### config.mk
export PLATFORM = sky130hd
export DESIGN_NAME = tl_monitor
export DESIGN_NICKNAME = d
export VERILOG_FILES = /design/src/rtl/tl_monitor.sv
export SDC_FILE = /design/constraint.sdc
export NUM_CORES = 1
export LEC_CHECK = 0
export BUFFER_PORTS_ARGS = -buffer_cell sky130_fd_sc_hd__buf_2
export CORE_MARGIN = 2
export CORE_UTILIZATION = 45
export DETAILED_ROUTE_END_ITERATION = 6
export PLACE_DENSITY = 0.65
export SLEW_MARGIN = 30
export SYNTH_ARGS = -nofsm -noshare
export SYNTH_HDL_FRONTEND = slang
export SYNTH_SLANG_ARGS = --single-unit
export TNS_END_PERCENT = 20
### constraint.sdc
create_clock -name clk -period 3.8 [get_ports clk]
set_clock_uncertainty 0.2 [all_clocks]
set_input_delay 0.19 -clock clk [delete_from_list [all_inputs] [get_ports clk]]
set_output_delay 0.19 -clock clk [all_outputs]
set_load 0.05 [all_outputs]
### src/rtl/tl_monitor.sv
// Passive checker for the intersection traffic-light bus: decodes the 6-bit
// pattern into phases and checks legality, phase order, phase duration and stuck lights.
module tl_monitor #(
  parameter int unsigned G_MAIN  = 4,
  parameter int unsigned Y_MAIN  = 1,
  parameter int unsigned G_SIDE  = 2,
  parameter int unsigned Y_SIDE  = 1,
  parameter int unsigned MAX_RUN = 12
) (
  input  logic       clk,
  input  logic       reset,
  input  logic [5:0] TL,
  output logic [1:0] phase,
  output logic       phase_valid,
  output logic [3:0] last_len,
  output logic       cycle_done,
  output logic       err,
  output logic [2:0] err_code,
  output logic [7:0] err_cnt
);

  localparam logic [5:0] PAT_P0   = 6'b100001;
  localparam logic [5:0] PAT_P1   = 6'b010001;
  localparam logic [5:0] PAT_P2   = 6'b001100;
  localparam logic [5:0] PAT_P3   = 6'b001010;
  localparam logic [5:0] PAT_DARK = 6'b000000;
  localparam logic [5:0] PAT_UNK  = 6'b111111;

  localparam logic [3:0] LEN_SAT   = 4'hF;
  localparam logic [3:0] STUCK_PRE = 4'(MAX_RUN - 1);

  localparam logic [2:0] E_NONE     = 3'd0;
  localparam logic [2:0] E_ILLEGAL  = 3'd1;
  localparam logic [2:0] E_SEQUENCE = 3'd2;
  localparam logic [2:0] E_DURATION = 3'd3;
  localparam logic [2:0] E_STUCK    = 3'd4;

  typedef enum logic {
    SYNC,
    TRACK
  } state_t;

  state_t      state_q, state_d;
  logic [5:0]  tl_q, tl_d;
  logic [3:0]  run_len_q, run_len_d;
  logic        round_ok_q, round_ok_d;
  logic [1:0]  phase_q, phase_d;
  logic        phase_valid_q, phase_valid_d;
  logic [3:0]  last_len_q, last_len_d;
  logic        cycle_done_q, cycle_done_d;
  logic        err_q, err_d;
  logic [2:0]  err_code_q, err_code_d;
  logic [7:0]  err_cnt_q, err_cnt_d;

  logic        trans;
  logic        tl_leg, q_leg;
  logic [1:0]  tl_idx, q_idx;
  logic        tl_dark, tl_illegal;
  logic [2:0]  err_kind;

  // Returns {is_phase, phase_index}; DARK and illegal patterns decode as not-a-phase.
  function automatic logic [2:0] decode(input logic [5:0] p);
    logic [2:0] r;
    case (p)
      PAT_P0:  r = 3'b100;
      PAT_P1:  r = 3'b101;
      PAT_P2:  r = 3'b110;
      PAT_P3:  r = 3'b111;
      default: r = 3'b000;
    endcase
    return r;
  endfunction

  function automatic logic [3:0] req_len(input logic [1:0] idx);
    logic [3:0] r;
    case (idx)
      2'd0:    r = 4'(G_MAIN);
      2'd1:    r = 4'(Y_MAIN);
      2'd2:    r = 4'(G_SIDE);
      default: r = 4'(Y_SIDE);
    endcase
    return r;
  endfunction

  always_ff @(posedge clk) begin
    if (!reset) begin
      state_q       <= SYNC;
      tl_q          <= PAT_UNK;
      run_len_q     <= '0;
      round_ok_q    <= 1'b0;
      phase_q       <= '0;
      phase_valid_q <= 1'b0;
      last_len_q    <= '0;
      cycle_done_q  <= 1'b0;
      err_q         <= 1'b0;
      err_code_q    <= '0;
      err_cnt_q     <= '0;
    end else begin
      state_q       <= state_d;
      tl_q          <= tl_d;
      run_len_q     <= run_len_d;
      round_ok_q    <= round_ok_d;
      phase_q       <= phase_d;
      phase_valid_q <= phase_valid_d;
      last_len_q    <= last_len_d;
      cycle_done_q  <= cycle_done_d;
      err_q         <= err_d;
      err_code_q    <= err_code_d;
      err_cnt_q     <= err_cnt_d;
    end
  end

  always_comb begin
    state_d       = state_q;
    tl_d          = TL;
    run_len_d     = run_len_q;
    round_ok_d    = round_ok_q;
    last_len_d    = last_len_q;
    cycle_done_d  = 1'b0;
    err_d         = err_q;
    err_code_d    = err_code_q;
    err_cnt_d     = err_cnt_q;
    err_kind      = E_NONE;

    trans           = (TL != tl_q);
    {tl_leg, tl_idx} = decode(TL);
    {q_leg, q_idx}   = decode(tl_q);
    tl_dark         = (TL == PAT_DARK);
    tl_illegal      = !tl_leg && !tl_dark;

    phase_d       = tl_leg ? tl_idx : 2'd0;
    phase_valid_d = tl_leg;

    if (trans) begin
      run_len_d = 4'd1;
      if (q_leg) begin
        last_len_d = run_len_q;
      end
    end else if (run_len_q != LEN_SAT) begin
      run_len_d = run_len_q + 4'd1;
    end

    case (state_q)
      SYNC: begin
        if (trans) begin
          if (tl_illegal) begin
            err_kind = E_ILLEGAL;
          end else if (TL == PAT_P0 && (tl_q == PAT_DARK || tl_q == PAT_P3)) begin
            state_d    = TRACK;
            round_ok_d = 1'b1;
          end
        end
      end
      TRACK: begin
        if (trans) begin
          if (tl_illegal) begin
            err_kind = E_ILLEGAL;
            state_d  = SYNC;
          end else if (tl_dark) begin
            state_d = SYNC;
          end else if (tl_idx != q_idx + 2'd1) begin
            err_kind = E_SEQUENCE;
            state_d  = SYNC;
          end else begin
            if (run_len_q != req_len(q_idx)) begin
              err_kind   = E_DURATION;
              round_ok_d = 1'b0;
            end
            // A P0 entry closes the old round and opens a fresh one.
            if (tl_idx == 2'd0) begin
              cycle_done_d = round_ok_q && (err_kind == E_NONE);
              round_ok_d   = 1'b1;
            end
          end
        end else if (run_len_q == STUCK_PRE) begin
          err_kind = E_STUCK;
          state_d  = SYNC;
        end
      end
      default: state_d = SYNC;
    endcase

    if (err_kind != E_NONE) begin
      err_d = 1'b1;
      if (!err_q) begin
        err_code_d = err_kind;
      end
      if (err_cnt_q != 8'hFF) begin
        err_cnt_d = err_cnt_q + 8'd1;
      end
    end
  end

  assign phase       = phase_q;
  assign phase_valid = phase_valid_q;
  assign last_len    = last_len_q;
  assign cycle_done  = cycle_done_q;
  assign err         = err_q;
  assign err_code    = err_code_q;
  assign err_cnt     = err_cnt_q;

endmodule

## After elaboration in Yosys (flattened, before gate mapping)

Index checks and enable logic that the tools add are counted.

- Output and inout bits: 20
- Register bits after elaboration: 32
- Input port bits: 8

- Reduce and logical (&&, ||, !) cells: 20
- Equality and inequality tests: 23
- Multiplexer cells: 43
- Add/sub/neg operators: 3
- Bitwise logic cells: 5

Operators by type and width:

| operator | count |
|---|---|
| $mux W3 | 10 |
| $eq A6 B4 Y1 const B | 4 |
| $pmux W3 S4 | 2 |
| $mux W1 | 21 |
| $mux W4 | 5 |
| $eq A6 B5 Y1 const B | 2 |
| $eq A6 B6 Y1 const B | 2 |
| $logic_not A6 Y1 | 2 |
| $ne A2 B2 Y1 const B | 6 |
| $pmux W3 S2 | 2 |
| $add A8 B1 Y8 const B | 1 |
| $ne A8 B8 Y1 const B | 1 |
| $reduce_and A2 Y1 | 4 |
| $reduce_and A8 Y1 | 1 |
| $reduce_or A7 Y1 | 1 |
| $ne A6 B6 Y1 | 1 |
| $not A1 Y1 | 5 |
| $add A4 B1 Y4 const B | 1 |
| $eq A4 B4 Y1 const B | 1 |
| $logic_not A2 Y1 | 2 |
| $ne A4 B4 Y1 | 1 |
| $ne A4 B4 Y1 const B | 1 |
| $pmux W1 S2 | 2 |
| $logic_and A1 B1 Y1 | 3 |
| 12 further kinds | 13 |

## Depth between registers and ports, before layout

- Depth after elaboration: 23
- Depth in mapped cells: 13
- Mapped depth without buffers: 11

## Worst setup path before layout

OpenSTA, ideal clock, no wires.

- Path kind: reg2reg
- From: reg tl_q[3]
- To: reg err_cnt_q[6], in the netlist err_cnt[6]
- Setup time: 0.119 ns
- Data required time: 3.481 ns
- Arrival time: 2.682 ns
- Path slack: 0.799 ns
- Buffers on the path: 2
- Cell stages (with the launch flop): 14
- Cells stage by stage: dfxtp_1 buf_4 and4bb_1 o21a_1 inv_1 ha_1 xor2_1 nor4b_1 mux2_4 o31ai_4 a221oi_2 buf_6 nor3_1 o221a_1

- Word-level cells in the longest chain between the ends: 23
- Elaborated cells between the ends (all ways): 31
- Those cells by class: add/sub (1); eq/ne (8); mux (19); reduce/logical (3)

RTL lines:

| element | line | source |
|---|---|---|
| start: declaration | 44 | `logic [5:0] tl_q, tl_d;` |
| start signal: assignment | 100 | `tl_q <= tl_d;` |
| $eq A6 B4 Y1 (tied with other cells) | 64 | `case (p)` |
| $pmux W3 S4 | 64 |  |
| $eq A2 B2 Y1 or $logic_not A2 Y1 (tied branches) | 76 | `case (idx)` |
| $pmux W3 S2 | 76 |  |
| $mux W4 | 161 | `end else if (tl_idx != q_idx + 2'd1) begin` |
| $mux W4 | 159 | `end else if (tl_dark) begin` |
| $mux W4 | 156 | `if (tl_illegal) begin` |
| $mux W4 | 155 | `if (trans) begin` |
| [7 not listed] | -- |  |
| $mux W3 | 143 | `case (state_q)` |
| $mux W3 | 161 |  |
| $mux W3 | 159 |  |
| $mux W3 | 156 |  |
| $mux W3 | 155 |  |
| $pmux W3 S2 (*) | 143 |  |
| $reduce_bool A3 Y1 (*) | 183 | `if (err_kind != E_NONE) begin` |
| $reduce_and A2 Y1 (no source line) (*) | -- |  |
| end signal: assignment | 109 | `err_cnt_q <= err_cnt_d;` |
| end: declaration | 53 | `logic [7:0] err_cnt_q, err_cnt_d;` |

Mark *: on every way between the ends. The rest lies on a longest branch, timed or not. The select of a mux whose other input is x is not followed.
A chain may end at the register's enable or synchronous reset.

## Worst setup path in the final report

Ends and elaborated chain as after synthesis.

==> reports/qor.csv <==
metric,value,unit
outcome,completed,
post_cts resized,0,
most frequent cell after synthesis,dfxtp_1,
first-pass GRT wire length,6420,microns
largest net degree at the start of global routing,24,
CTS tree,built,
Worst R2R Start,tl_q[3],
router iterations before antenna repair,4,
fmax,314,MHz
# diodes,0,
Mapped Area,0.00187,sq mm
initial core utilization,0.467,
WHS,0.0394,ns
Via density,5.48,
start point of the critical path,tl_q[3],
Remaining DRCs,0,
"Seq/Total Area, Yosys",0.343,
vias in the first global route,1391,
Slew headroom,0.664,
die width,68.4,microns
Synth Area in Compound Gates,0.147,
register bit total from synthesis,32,
startpoint types,flop,
P&R area growth vs syn,12.1,%
crit path cell chain,and4bb_1 > o21a_1 > inv_1 > ha_1 > xor2_1 > nor4b_1 > mux2_4 > o31ai_4 > a221oi_2 > buf_4 > nor3_1 > o221a_1,
DRT iter0 DRCs,132,
number of core rows,23,
cell taking the most area after synthesis,dfxtp_1,
Final GP Congestion,0.833,
total number of vias,1588,
final setup TNS,0,ns
final period utilization,0.839,
synth warn,0,
drt wl/cell,13.6,microns
Synth Area in XOR/XNOR,0.0751,
dominant synthesized flop cell,dfxtp_1,
Synth top cells by count,"dfxtp_1, nand2_1, nor2_1",
min cycle time layout,3.19,ns
chip height,68.4,microns
Yosys cell types,44,
top cell type's share of synthesized area,0.343,
Clock Latency Late Sink,0.28,ns
CP max stage cell,dfxtp_1,
Simple-Gate Fraction of Synth Area,0.291,
Worst Path Required,3.77,ns
htree depth,2,
Worst VDD drop,0.152,mV
main combinational cell family by area after synthesis,simple AND/OR/NAND/NOR gates,
max-cap check violation count,0,
Async SR Flop Fraction,0,
GRT Total Usage,0.186,
WP data arrival,3.16,ns
Setup Crit Path Kind,flop to flop,
layout cell share with drive strength beyond 1,0.171,
fin util,0.523,
part of the power in registers,0.486,
Post-synth EDFFs,0,
adder-cell area share of the yosys netlist,0.0268,
remaining global-route overflow,0,
clock buffer depth,2,
Clock Power Share,0.381,
hold_sp,TL[2],
Worst Tran Pin Value,0.499,ns
crit-path max cell delay,0.47,ns
switching power,0.199,mW
final hold vios,0,
Detail Placement HPWL,2860,microns
DIE AREA,0.00468,sq mm
final net count,252,
RSZ-0062 raised after global routing,no,
PortBufs,27,
Pins Over Slew Limit,0,
LEAKAGE,0.842,nW
antenna-violating nets left,0,
Internal Power,0.540,mW
io pins,28,
combinational share of power,0.133,
top post-synthesis cells by area,"dfxtp_1, mux2i_1, xnor2_1, nand2_1, nor2_1",
worst-path fanout max,13,
mux contribution to synthesized area,0.0563,
Hold Crit Class,input port to flop,
power per cell area,353,mW/mm^2
FF-to-FF setup slack,0.61,ns
Final setup viols,0,
Num CTS Buffers,5,
Core Region,0.00400,sq mm
crit end category,flop,
"Reg clk slew, reported paths",0.07,ns
Sw Ratio,0.269,
Root Driver,clkbuf_8,
Syn Area/Cell,8.49,sq um
"wirelength, routed",3930,microns
antenna violations before repair,0,
Post-Synthesis Cells,220,
Clock Sinks,32,
syn_nets,232,
[power groups by stage]
stage / Combinational (mW) / Sequential (mW) / Clock (mW)
2_1_floorplan: 0.0630 / 0.382 / 0
3_3_place_gp: 0.0972 / 0.367 / 0
3_5_place_dp: 0.0977 / 0.367 / 0
4_1_cts: 0.0986 / 0.359 / 0.291
5_1_grt: 0.107 / 0.362 / 0.308
6_report: 0.0984 / 0.359 / 0.281
[cell type report]
type | instances | area, sq um
Inverter | 7 | 26.3
Fill cell | 389 | 1910
Clock buffer | 7 | 96.3
Multi-Input combinational cell | 165 | 1110
Sequential cell | 32 | 641
Tap cell | 50 | 62.6
Timing Repair Buffer | 29 | 153
[flip-flops by register name (all words and copies together), names as in the netlist]
register and cells:
err_cnt 8, tl_q 6, last_len 4, run_len_q 4, err_code 3, phase 2
cycle_done 1, err 1, phase_valid 1, round_ok_q 1, state_q 1
[final timing paths]
| path | to | cells after the start |
|---|---|---|
| max | err_cnt[6] | 12 |
| min | tl_q[2] | 2 |
| max reg2reg | err_cnt[6] | 12 |
| min reg2reg | err_code[2] | 2 |
[worst max-delay path: cells and delay by family, from the launching register on]
family          cells  cell delay (ns)
fa+ha+maj           1             0.22
buf+inv             2             0.34
compound gates      4             0.81
simple gates        3             0.64
mux                 1             0.23
flops               1             0.47
xor+xnor            1             0.16
[cells by family after synthesis]
kind of cell | after synthesis
and+or+nand+nor | 95
xor gates and xnor gates | 16
DFF | 32
AOI/OAI and AO/OA | 40
adders and majority gates | 4
muxes | 10
buffers and inverters | 23
[placed cells by master, fill, tap and decap left out, types with 5 or more instances in the layout]
cell      instances
xor2_1            6
clkbuf_8          7
nor4_1            5
nor2_1           18
nand3_1          12
buf_2            27
nor3_1            7
a21oi_1          11
xnor2_1          10
mux2i_1           9
nand2_1          19
nand2b_1         10
inv_1             7
dfxtp_1          32
[routing by layer]
layer,global-route usage,up-vias,wire length [microns]
met2,0.274,41,1670
met4,0.0850,0,48
li1,-,824,-
met5,0,-,0
met1,0.250,719,2020
met3,0.0493,4,192
[timing repair]
action                                  4_1_cts  5_1_grt
hold endpoints to repair                      1        0
endpoints found under the setup margin        0        0
buffers inserted                              0        0
hold buffers                                  1        0
[metrics by stage]
stage / setup slack, ns / power, mW / area (sq um) / cells
final: 0.612 / 0.739 / 2090 / 290
after global routing: 0.403 / 0.776 / 2090 / 290
after CTS: 0.630 / 0.749 / 2090 / 290
after detailed placement: 0.652 / 0.465 / 1990 / 282
after global placement: 0.731 / 0.464 / 1990 / 282
after floorplan: 0.799 / 0.445 / 1870 / 220
Note: power is estimated with default switching activity, not from simulation.
